===== src/rtl/rice_core_if_stage.sv =====
`default_nettype none
// +--------------------------------------------------------------------------+
// | rice_core_if_stage : in-order instruction fetch with DEPTH entries in    |
// | flight. Optional SVA checks: RICE_CORE_IF_STAGE_ASSERTION_EN             |
// | Revision: 1.0                                                            |
// +--------------------------------------------------------------------------+
module rice_core_if_stage #(
    parameter int               XLEN     = 32,
    parameter logic [XLEN-1:0]  RESET_PC = 32'h0000_0000,
    parameter int               DEPTH    = 2
) (
    input  logic            i_clk,
    input  logic            i_rst,
    output logic            o_request_valid,
    input  logic            i_request_ready,
    output logic [XLEN-1:0] o_request_address,
    input  logic            i_response_valid,
    input  logic [XLEN-1:0] i_response_data,
    input  logic            i_stall,
    input  logic            i_flush,
    input  logic [XLEN-1:0] i_flush_pc,
    output logic            o_if_valid,
    output logic [XLEN-1:0] o_if_pc,
    output logic [XLEN-1:0] o_if_inst
);

    localparam int c_PTR_W = $clog2(DEPTH);
    localparam int c_CNT_W = c_PTR_W + 1;

    logic [XLEN-1:0]    r_fetch_pc;
    logic [c_CNT_W-1:0] r_count;
    logic [c_CNT_W-1:0] r_discard;
    logic [c_PTR_W-1:0] r_alloc_ptr;
    logic [c_PTR_W-1:0] r_fill_ptr;
    logic [c_PTR_W-1:0] r_pop_ptr;
    logic [XLEN-1:0]    r_pc   [DEPTH];
    logic [XLEN-1:0]    r_inst [DEPTH];
    logic [DEPTH-1:0]   r_filled;

    logic [c_CNT_W:0]   w_in_flight;
    logic               w_ack;
    logic               w_pop;
    logic               w_fill;
    logic               w_drop;
    logic [c_CNT_W-1:0] w_filled_cnt;
    logic [c_CNT_W-1:0] w_unfilled;
    logic [c_CNT_W-1:0] w_flush_discard;
    logic [XLEN-1:0]    w_flush_target;

    // Requests still owed a discarded response occupy bus slots too.
    assign w_in_flight       = {1'b0, r_count} + {1'b0, r_discard};
    assign o_request_valid   = !i_rst && !i_flush && (w_in_flight < (c_CNT_W+1)'(DEPTH));
    assign o_request_address = r_fetch_pc;
    assign w_ack             = o_request_valid && i_request_ready;

    assign o_if_valid = r_filled[r_pop_ptr] && !i_flush && !i_rst;
    assign o_if_pc    = r_pc[r_pop_ptr];
    assign o_if_inst  = r_inst[r_pop_ptr];
    assign w_pop      = o_if_valid && !i_stall;

    assign w_drop = i_response_valid && (r_discard != '0);
    assign w_fill = i_response_valid && (r_discard == '0);

    always_comb begin
        w_filled_cnt = '0;
        for (int i = 0; i < DEPTH; i++) begin
            w_filled_cnt = w_filled_cnt + c_CNT_W'(r_filled[i]);
        end
    end

    // Free entries always have filled cleared, so the popcount covers allocated ones only.
    assign w_unfilled      = r_count - w_filled_cnt;
    assign w_flush_discard = w_unfilled + r_discard - c_CNT_W'(i_response_valid);
    assign w_flush_target  = i_flush_pc & ~XLEN'(3);

    always_ff @(posedge i_clk) begin
        if (i_rst) begin
            r_fetch_pc  <= RESET_PC;
            r_count     <= '0;
            r_discard   <= '0;
            r_alloc_ptr <= '0;
            r_fill_ptr  <= '0;
            r_pop_ptr   <= '0;
            r_filled    <= '0;
            for (int i = 0; i < DEPTH; i++) begin
                r_pc[i]   <= '0;
                r_inst[i] <= '0;
            end
        end else if (i_flush) begin
            r_fetch_pc  <= w_flush_target;
            r_count     <= '0;
            r_discard   <= w_flush_discard;
            r_alloc_ptr <= '0;
            r_fill_ptr  <= '0;
            r_pop_ptr   <= '0;
            r_filled    <= '0;
        end else begin
            r_count <= r_count + c_CNT_W'(w_ack) - c_CNT_W'(w_pop);
            if (w_ack) begin
                r_pc[r_alloc_ptr]     <= r_fetch_pc;
                r_filled[r_alloc_ptr] <= 1'b0;
                r_alloc_ptr           <= r_alloc_ptr + c_PTR_W'(1);
                r_fetch_pc            <= r_fetch_pc + XLEN'(4);
            end
            if (w_pop) begin
                r_filled[r_pop_ptr] <= 1'b0;
                r_pop_ptr           <= r_pop_ptr + c_PTR_W'(1);
            end
            if (w_drop) begin
                r_discard <= r_discard - c_CNT_W'(1);
            end
            if (w_fill) begin
                r_inst[r_fill_ptr]   <= i_response_data;
                r_filled[r_fill_ptr] <= 1'b1;
                r_fill_ptr           <= r_fill_ptr + c_PTR_W'(1);
            end
        end
    end

`ifdef RICE_CORE_IF_STAGE_ASSERTION_EN
    a_resp_expected: assert property (@(posedge i_clk) disable iff (i_rst)
        i_response_valid |-> ((w_unfilled != '0) || (r_discard != '0)))
        else $error("response with no outstanding request");

    a_addr_stable: assert property (@(posedge i_clk) disable iff (i_rst)
        (o_request_valid && !i_request_ready) |=> (!o_request_valid || $stable(o_request_address)))
        else $error("request address changed while pending");

    a_count_range: assert property (@(posedge i_clk) disable iff (i_rst)
        r_count <= c_CNT_W'(DEPTH))
        else $error("entry count exceeds DEPTH");

    a_flush_align: assert property (@(posedge i_clk) disable iff (i_rst)
        i_flush |-> (i_flush_pc[1:0] == 2'b00))
        else $error("flush target not word aligned");
`endif

endmodule
`default_nettype wire

===== config.mk =====
export PLATFORM = sky130hd
export DESIGN_NAME = rice_core_if_stage
export DESIGN_NICKNAME = d
export VERILOG_FILES = /design/src/rtl/rice_core_if_stage.sv
export SDC_FILE = /design/constraint.sdc
export NUM_CORES = 1
export LEC_CHECK = 0
export ABC_AREA = 1
export CAP_MARGIN = 30
export CORE_MARGIN = 2
export CORE_UTILIZATION = 51
export CTS_BUF_LIST = sky130_fd_sc_hd__clkbuf_16
export CTS_CLUSTER_SIZE = 20
export DETAILED_ROUTE_END_ITERATION = 7
export MAX_ROUTING_LAYER = met4
export PLACE_DENSITY = 0.88
export SKIP_LAST_GASP = 1
export SLEW_MARGIN = 15
export SYNTH_ARGS = -nofsm -noshare
export SYNTH_HDL_FRONTEND = slang
export SYNTH_SLANG_ARGS = --single-unit

===== constraint.sdc =====
create_clock -name i_clk -period 3.5 [get_ports i_clk]
set_input_delay 0.525 -clock i_clk [delete_from_list [all_inputs] [get_ports i_clk]]
set_output_delay 0.525 -clock i_clk [all_outputs]
set_load 0.01 [all_outputs]

==> results <==
- Dividing the detail-routed wire length by the instance count gives between 15 and 20 um.
- For this configuration, the core starts out at a cell density of 0.518.
- The setup skew after layout is between 0.008 and 0.009 ns.
- Counting flops and latches in the post-synthesis netlist gives roughly 160.
- The smallest clock period supported by the final layout is computed as roughly 2.8 ns.
- The number of vias in the routed layout is around 6300.
- The required time of the critical path is 2.97 ns.
- The placed wire-length estimate after detailed placement is around 14 mm.
- For the pin with the worst max-slew slack, the measured transition is approximately 0.53 ns.
- The weighted congestion at the end of routability-driven global placement is ~0.9.
- The count of synthesis-stage warnings from yosys is 0.
- Buffers inserted to repair hold after CTS numbered 0.
- From left edge to right edge, the die measures roughly 130 um.
- In the global route stage, overall resource usage came out at 0.239.
- Setup repair after global routing left no endpoint under its margin.
- The count of port buffers added during placement is around 160.
- The critical path data arrival time is 2.23 ns.
- The via count of the first global-routing pass is between 6000 and 7000.
- The worst setup slack for register-to-register paths is ~0.86 ns.
- Based on the critical path, the design can be clocked at up to 364 MHz.
- The area inside the core boundary is around 16000 um2.
- The count of cell types in the netlist is 38.
- The largest area contributor in the netlist is edfxtp_1.
- The clock tree root buffer cell is clkbuf_16.
- The hold violation count in the final report is 0.
- At the later pin of the worst-skew pair, clock insertion delay measures 0.43 ns.
- The placed instances occupy a cell area of between 9000 and 10000 um2.
- The final instance count without filler cells is approximately 1200.
- In this run the count of I/O pins placed on the die edge is between 150 and 200.
- The number of buffers added by the clock tree synthesis step is 17.
- Of the post-synthesis cell area, the dominant cell type holds 0.457.
- Summing internal, switching and leakage power gives roughly 4.7 mW.
- The part of the cycle the worst path needs is 0.786.
- The flow ran to the end, and the final reports show no timing, DRC or antenna violations.
- STA classifies the critical path startpoint as a flip-flop.
- The static leakage is between 4 and 5 nW.
- The worst-case setup slack after placement is ~0.58 ns.
- The synthesis-to-layout area growth is 28.9%.
- The total overflow reported by the global router is 0.
- The number of DRC markers after the initial detailed-route iteration is between 500 and 600.
- The capture point of the critical path is o_if_pc[8].
- TritonCTS built the clock tree.
- The maximum net fanout on the critical path is 50.
- The final instance area is approximately 10000 um2.
- After clock tree synthesis, the clock-pin slew on the worst setup and hold paths is around 0.06 ns.
- For this run, the post-layout net count is roughly 1100.
- Setup violations remaining at the end of the flow were counted as 0.
- For this run, the detailed router's first-pass iteration total came to 5.
- The worst register-to-register path begins at r_count[0].
- The tree built by TritonCTS fans out to 164 sinks.
- From bottom edge to top edge, the die measures approximately 130 um.
- Among all flip-flop cells after synthesis, the most frequent one is edfxtp_1.
- After technology mapping, the gate count stands at around 850.
- Row generation in the floorplan step produced between 40 and 50 rows.
- The total detailed-routing wirelength is about 20 mm.
- Counting instances in the post-synthesis netlist gives the leading cell types as nand2_1, nor2_1, edfxtp_1, inv_1, mux2_2.
- The share of cells above drive strength 1 is 0.148.
- The first global-routing pass estimated between 20 and 30 mm of wire.
- The most numerous cell in the Yosys netlist is nand2_1.
- The number of gates resized after CTS is 0.
- The worst flop-to-flop path endpoint is r_count[1].
- The number of antenna violations at the first check in global routing is 0.
- The capturing element type of the critical path is a primary output.
- The share of synthesized area occupied by flip-flops and latches is 0.556.
- Post-CTS timing repair inserted 0 buffers for setup.
- Power spread over the standard cell area amounts to between 400 and 500 nW/um2.
- After detailed placement, the design holds a cell count of roughly 1200.
- The average vias per placed instance is between 5 and 6.
- The number of cells on the worst reg-to-reg path is 11.
- The total DRC errors in the routed layout is 0.
- In this run the tightest slew margin relative to its limit is 0.647.
- The number of flops mapped to enable cells by yosys is around 120.
- The critical path is of the reg -> out type.
- The post-route core utilization is 0.667.
- Sorting the synthesized cells by area gives the leading types as edfxtp_1, dfxtp_1, mux2_2.
- 0 antenna diodes ended up in the layout.
- The fraction of synthesis flops using an asynchronous set or reset pin is 0.
- The max-slew violation count is 0.
- For the final routed database, the setup TNS stands at 0 ns.
- A synthesized cell averages about 9.5 um2.
- The number of antenna-violating nets in the routed design is 0.
- The cell area that synthesis handed to floorplanning was about 8100 um2.
- No sink is reached through more buffers than the 2 on the longest clock path.
- In the post-route analysis, the smallest setup slack over all paths is between 0.7 and 0.8 ns.
- Hold is met by ~0.51 ns.
- The overall die area is roughly 17000 um2.
- The maximum level of the CTS H-tree is 4.
- The number of max-cap violations is 0.
- The largest net degree at the start of global routing is 51.
- The worst-case IR drop observed on VDD is about 380 uV.
- The type of the tightest min-delay check is reg -> reg.
cell usage in the layout (no fill, tap or decap), drive strengths merged:
master,instances
o21ai,33
dfxtp,40
o221ai,2
o22ai,1
conb,4
a21oi,32
ha,6
bufinv,1
xnor2,4
nand2b,1
nor3,1
clkdlybuf4s50,161
xor2,7
clkbuf,17
a31oi,3
nand4,2
clkinvlp,2
nand2,164
or2,3
nand3b,1
o211ai,2
nand3,26
clkinv,5
edfxtp,124
buf,11
nor2,180
mux2,62
fa,3
o31ai,1
inv,125
worst min-delay path by stage:
| stage | start | to | slack (ns) | cells after the start |
|---|---|---|---|---|
| after detailed placement | r_alloc_ptr | r_alloc_ptr | 0.49 | 2 |
| final | r_alloc_ptr | r_alloc_ptr | 0.51 | 2 |
| after global placement | r_fill_ptr | r_fill_ptr | 0.47 | 2 |
| after floorplan | r_fill_ptr | r_fill_ptr | 0.46 | 2 |
| after CTS | r_alloc_ptr | r_alloc_ptr | 0.50 | 2 |
| after global routing | r_alloc_ptr | r_alloc_ptr | 0.54 | 2 |
flip-flops by register name (all words and copies together), names as in the netlist, named ones only:
name / cells
r_pop_ptr: 1
r_discard: 2
r_fill_ptr: 1
r_pc: 60
r_inst: 64
r_alloc_ptr: 1
r_filled: 2
r_count: 2
o_request_address: 30
layout make-up:
cell class	instances	area [um2]
Tap cell	216	270
Clock inverter	15	168
Fill cell	1204	5230
Sequential cell	164	4530
Multi-Input combinational cell	538	2940
Clock buffer	17	425
Timing Repair Buffer	172	1710
Inverter	118	448
power by group:
part           leakage (nW)  internal, mW  switching, mW
Clock                 0.285          1.01          0.841
Sequential             1.62          2.19         0.0584
Combinational          2.21         0.285          0.299
Total                  4.11          3.49           1.20
cells by family (layout without fill, tap and decap cells):
logic type / Yosys count / count (layout) / share of synthesized area
buffers and inverters: 155 / 322 / 0.0838
AOI/OAI and AO/OA: 74 / 74 / 0.0480
DFF: 164 / 164 / 0.556
muxes: 62 / 62 / 0.0858
other: 1 / 4 / 0.000461
and+or+nand+nor: 378 / 378 / 0.198
adders and majority gates: 9 / 9 / 0.0166
xor gates and xnor gates: 11 / 11 / 0.0118
critical path: stages (launching register included):
cell and delay, ns:
dfxtp_2 0.54, buf_12 0.30, mux2_2 0.38, clkdlybuf4s50_1 0.53
layer usage:
metal  routed length [um]  track usage  vias up
met5                    0            -        -
met4                  439       0.0807        0
met3                 1180       0.0467       35
met2                 9680        0.395      203
met1                 8270        0.298     2988
li1                     -            -     3062
Power figures use the tool's default switching activity.
==> RTL edit: new RTL, config.mk and constraints unchanged <==
`DEPTH`: 2 -> 4.
--- a/src/rtl/rice_core_if_stage.sv
+++ b/src/rtl/rice_core_if_stage.sv
@@ -9,3 +9,3 @@
     parameter logic [XLEN-1:0]  RESET_PC = 32'h0000_0000,
-    parameter int               DEPTH    = 2
+    parameter int               DEPTH    = 4
 ) (
Behaviour: not the same (Yosys sat finds a counterexample within 4 cycles, from zero or initial values and one cycle with i_rst high).
==> RTL edit against the original RTL <==
- via count grew 76%
- non-clock buffer count increased by 18
- area after synthesis grew 70%
- global-route usage increased by 1.5 points
- sequential cell count up 132
- wire length is 81% higher
- maximum frequency is 18% lower
- setup slack worse by 0.59 ns
- combinational power up 39%
- power rose by 75%
- cell area increased by 60%
- sequential share of layout area up 6.9 points
- utilization fell by 4.0 points
- largest power group unchanged
==> RTL edit: results (changes against the original RTL) <==
Antenna Cells: 0 (unchanged)
Worst Hold Class: register to register
Synth unique cells: 33 (-13%)
FF+latch count, synth: 296 (+80%)
Post-DP HPWL: 21.8 mm (+58%)
Commonest cells in the netlist: nor2_1 (407), edfxtp_1 (248), o21ai_0 (156), nand2_1 (155), inv_1 (114)
Insertion delay to the later sink of the worst-skew pair: 0.56 ns (+0.13 ns)
Number of flops mapped to enable cells by yosys: 248 (+100%)
Worst clock skew: 0.0171 ns (+0.00822 ns)
Sequential share of the synthesized area: 60.7% (+5.1 points)
Placed inst area: 0.0158 mm² (+60%)
Fillers: 2008 (+67%)
Final nets: 1699 (+56%)
Status: complete, no violations
IO Port Bufs: 161 (unchanged)
Post-synth top area share: 53.8% (+8.0 points)
Placed Cells: 1909 (+58%)
Final worst slack: 0.157 ns (-0.592 ns)
Share of cells above drive strength 1: 7.08% (-7.8 points)
Vias per cell: 5.64 (+11%)
LEAKAGE: 6.44 nW (+57%)
Largest net degree at the start of global routing: 125 (+150%)
Slowest-stage cell, CP: fa_1
RePlAce Congestion: 0.929 (+3.0%)
CTS Buf Count: 31 (+14)
CTS Buffer Depth: 3 (+1)
Worst-Margin Slew: 0.730 ns (+0.200 ns)
Initial antenna violation count: 0 (unchanged)
Worst Path Arrival: 3.83 ns (+1.60 ns)
Vias: 11082 (+76%)
CTS H-tree lvls: 1 (-3)
Max incr delay on CP: 0.50 ns (-0.04 ns)
Post-synth ARST share: 0% (unchanged)
Root buffer cell: clkbuf_16
First-pass GRT wire length: 55.9 mm (+87%)
Most flops, register: r_inst
Synth area leaders: edfxtp_1 (54%), nor2_1 (11%), dfxtp_1 (6.9%)
DRT iter0 DRCs: 1358 (+170%)
Ys flop type: edfxtp_1
Max reg flops: 128 (+100%)
Worst VDD drop: 0.000354 V (-7.4%)
CP max FO: 2 (-96%)
Worst slack at placement: -0.611 ns (-1.19 ns)
Routed wire length per instance: 18.0 µm (+14%)
Total Routing Usage GR: 25.5% (+1.5 points)
Cell count after synthesis: 1462 (+71%)
DRT Pass-1 Iters: 6 (+1)
## RTL edit: worst paths after layout
check                   start            to  depth (start not counted)
setup / recovery  r_filled[0]  r_discard[2]                         14
hold / removal    r_filled[3]   r_filled[3]                          2
setup reg to reg  r_filled[0]  r_discard[2]                         14
hold reg to reg   r_filled[3]   r_filled[3]                          2
## RTL edit: report_power, final
group / internal (mW) / switching [mW] / total, mW
Clock: 1.91 / 1.39 / 3.30
Sequential: 4.00 / 0.0857 / 4.09
Combinational: 0.330 / 0.480 / 0.810
Total: 6.24 / 1.95 / 8.19
## RTL edit: cell type report
class                           instances  share of cell area (%)
Multi-Input combinational cell        965                    27.6
Clock inverter                         26                    1.49
Sequential cell                       296                    50.0
Inverter                              117                    2.62
Timing Repair Buffer                  190                    11.1
Clock buffer                           31                    4.61
Tap cell                              341                    2.54
## RTL edit: logic make-up (layout without fill, tap and decap cells)
family	count (synthesis)	in the layout	share of synthesized area, %
buffers and inverters	204	364	6.16
and+or+nand+nor	650	650	18.7
DFF	296	296	60.7
other	1	4	0.0271
AOI/OAI and AO/OA	267	267	10.5
xor gates and xnor gates	16	16	1.01
adders and majority gates	28	28	2.85
## RTL edit: critical path, delay by kind of cell, from the launching register on
family,cells,cell delay (ns)
adder cells (fa/ha/maj),5,2.12
flip-flops,1,0.35
XOR/XNOR,2,0.34
buffers and inverters,4,0.21
AO/OA/AOI/OAI,1,0.14
AND/OR/NAND/NOR,2,0.11
## RTL edit: per-stage QoR
stage / utilization (%) / hold WS (ns) / setup TNS [ns]
2_1_floorplan: - / 0.471 / 0
3_3_place_gp: 58.9 / 0.508 / -0.945
3_5_place_dp: 58.9 / 0.507 / -1.01
4_1_cts: 62.8 / 0.516 / 0
5_1_grt: 62.8 / 0.536 / -0.0505
6_report: 62.8 / 0.535 / 0
## RTL edit: per-layer routing
layer	track usage, %	part of all wire, %	vias to the layer above
met5	-	0	-
met4	10.5	3.1	0
met3	3.48	9.3	89
met2	41.4	48	633
met1	32.5	40	5179
li1	-	-	5181
## RTL edit: what timing repair did
action / in CTS / in global routing
endpoints found under the hold margin: 0 / 0
gates resized for setup: 3 / 3
setup endpoints to repair: 1 / 1
pin swaps: 4 / 4
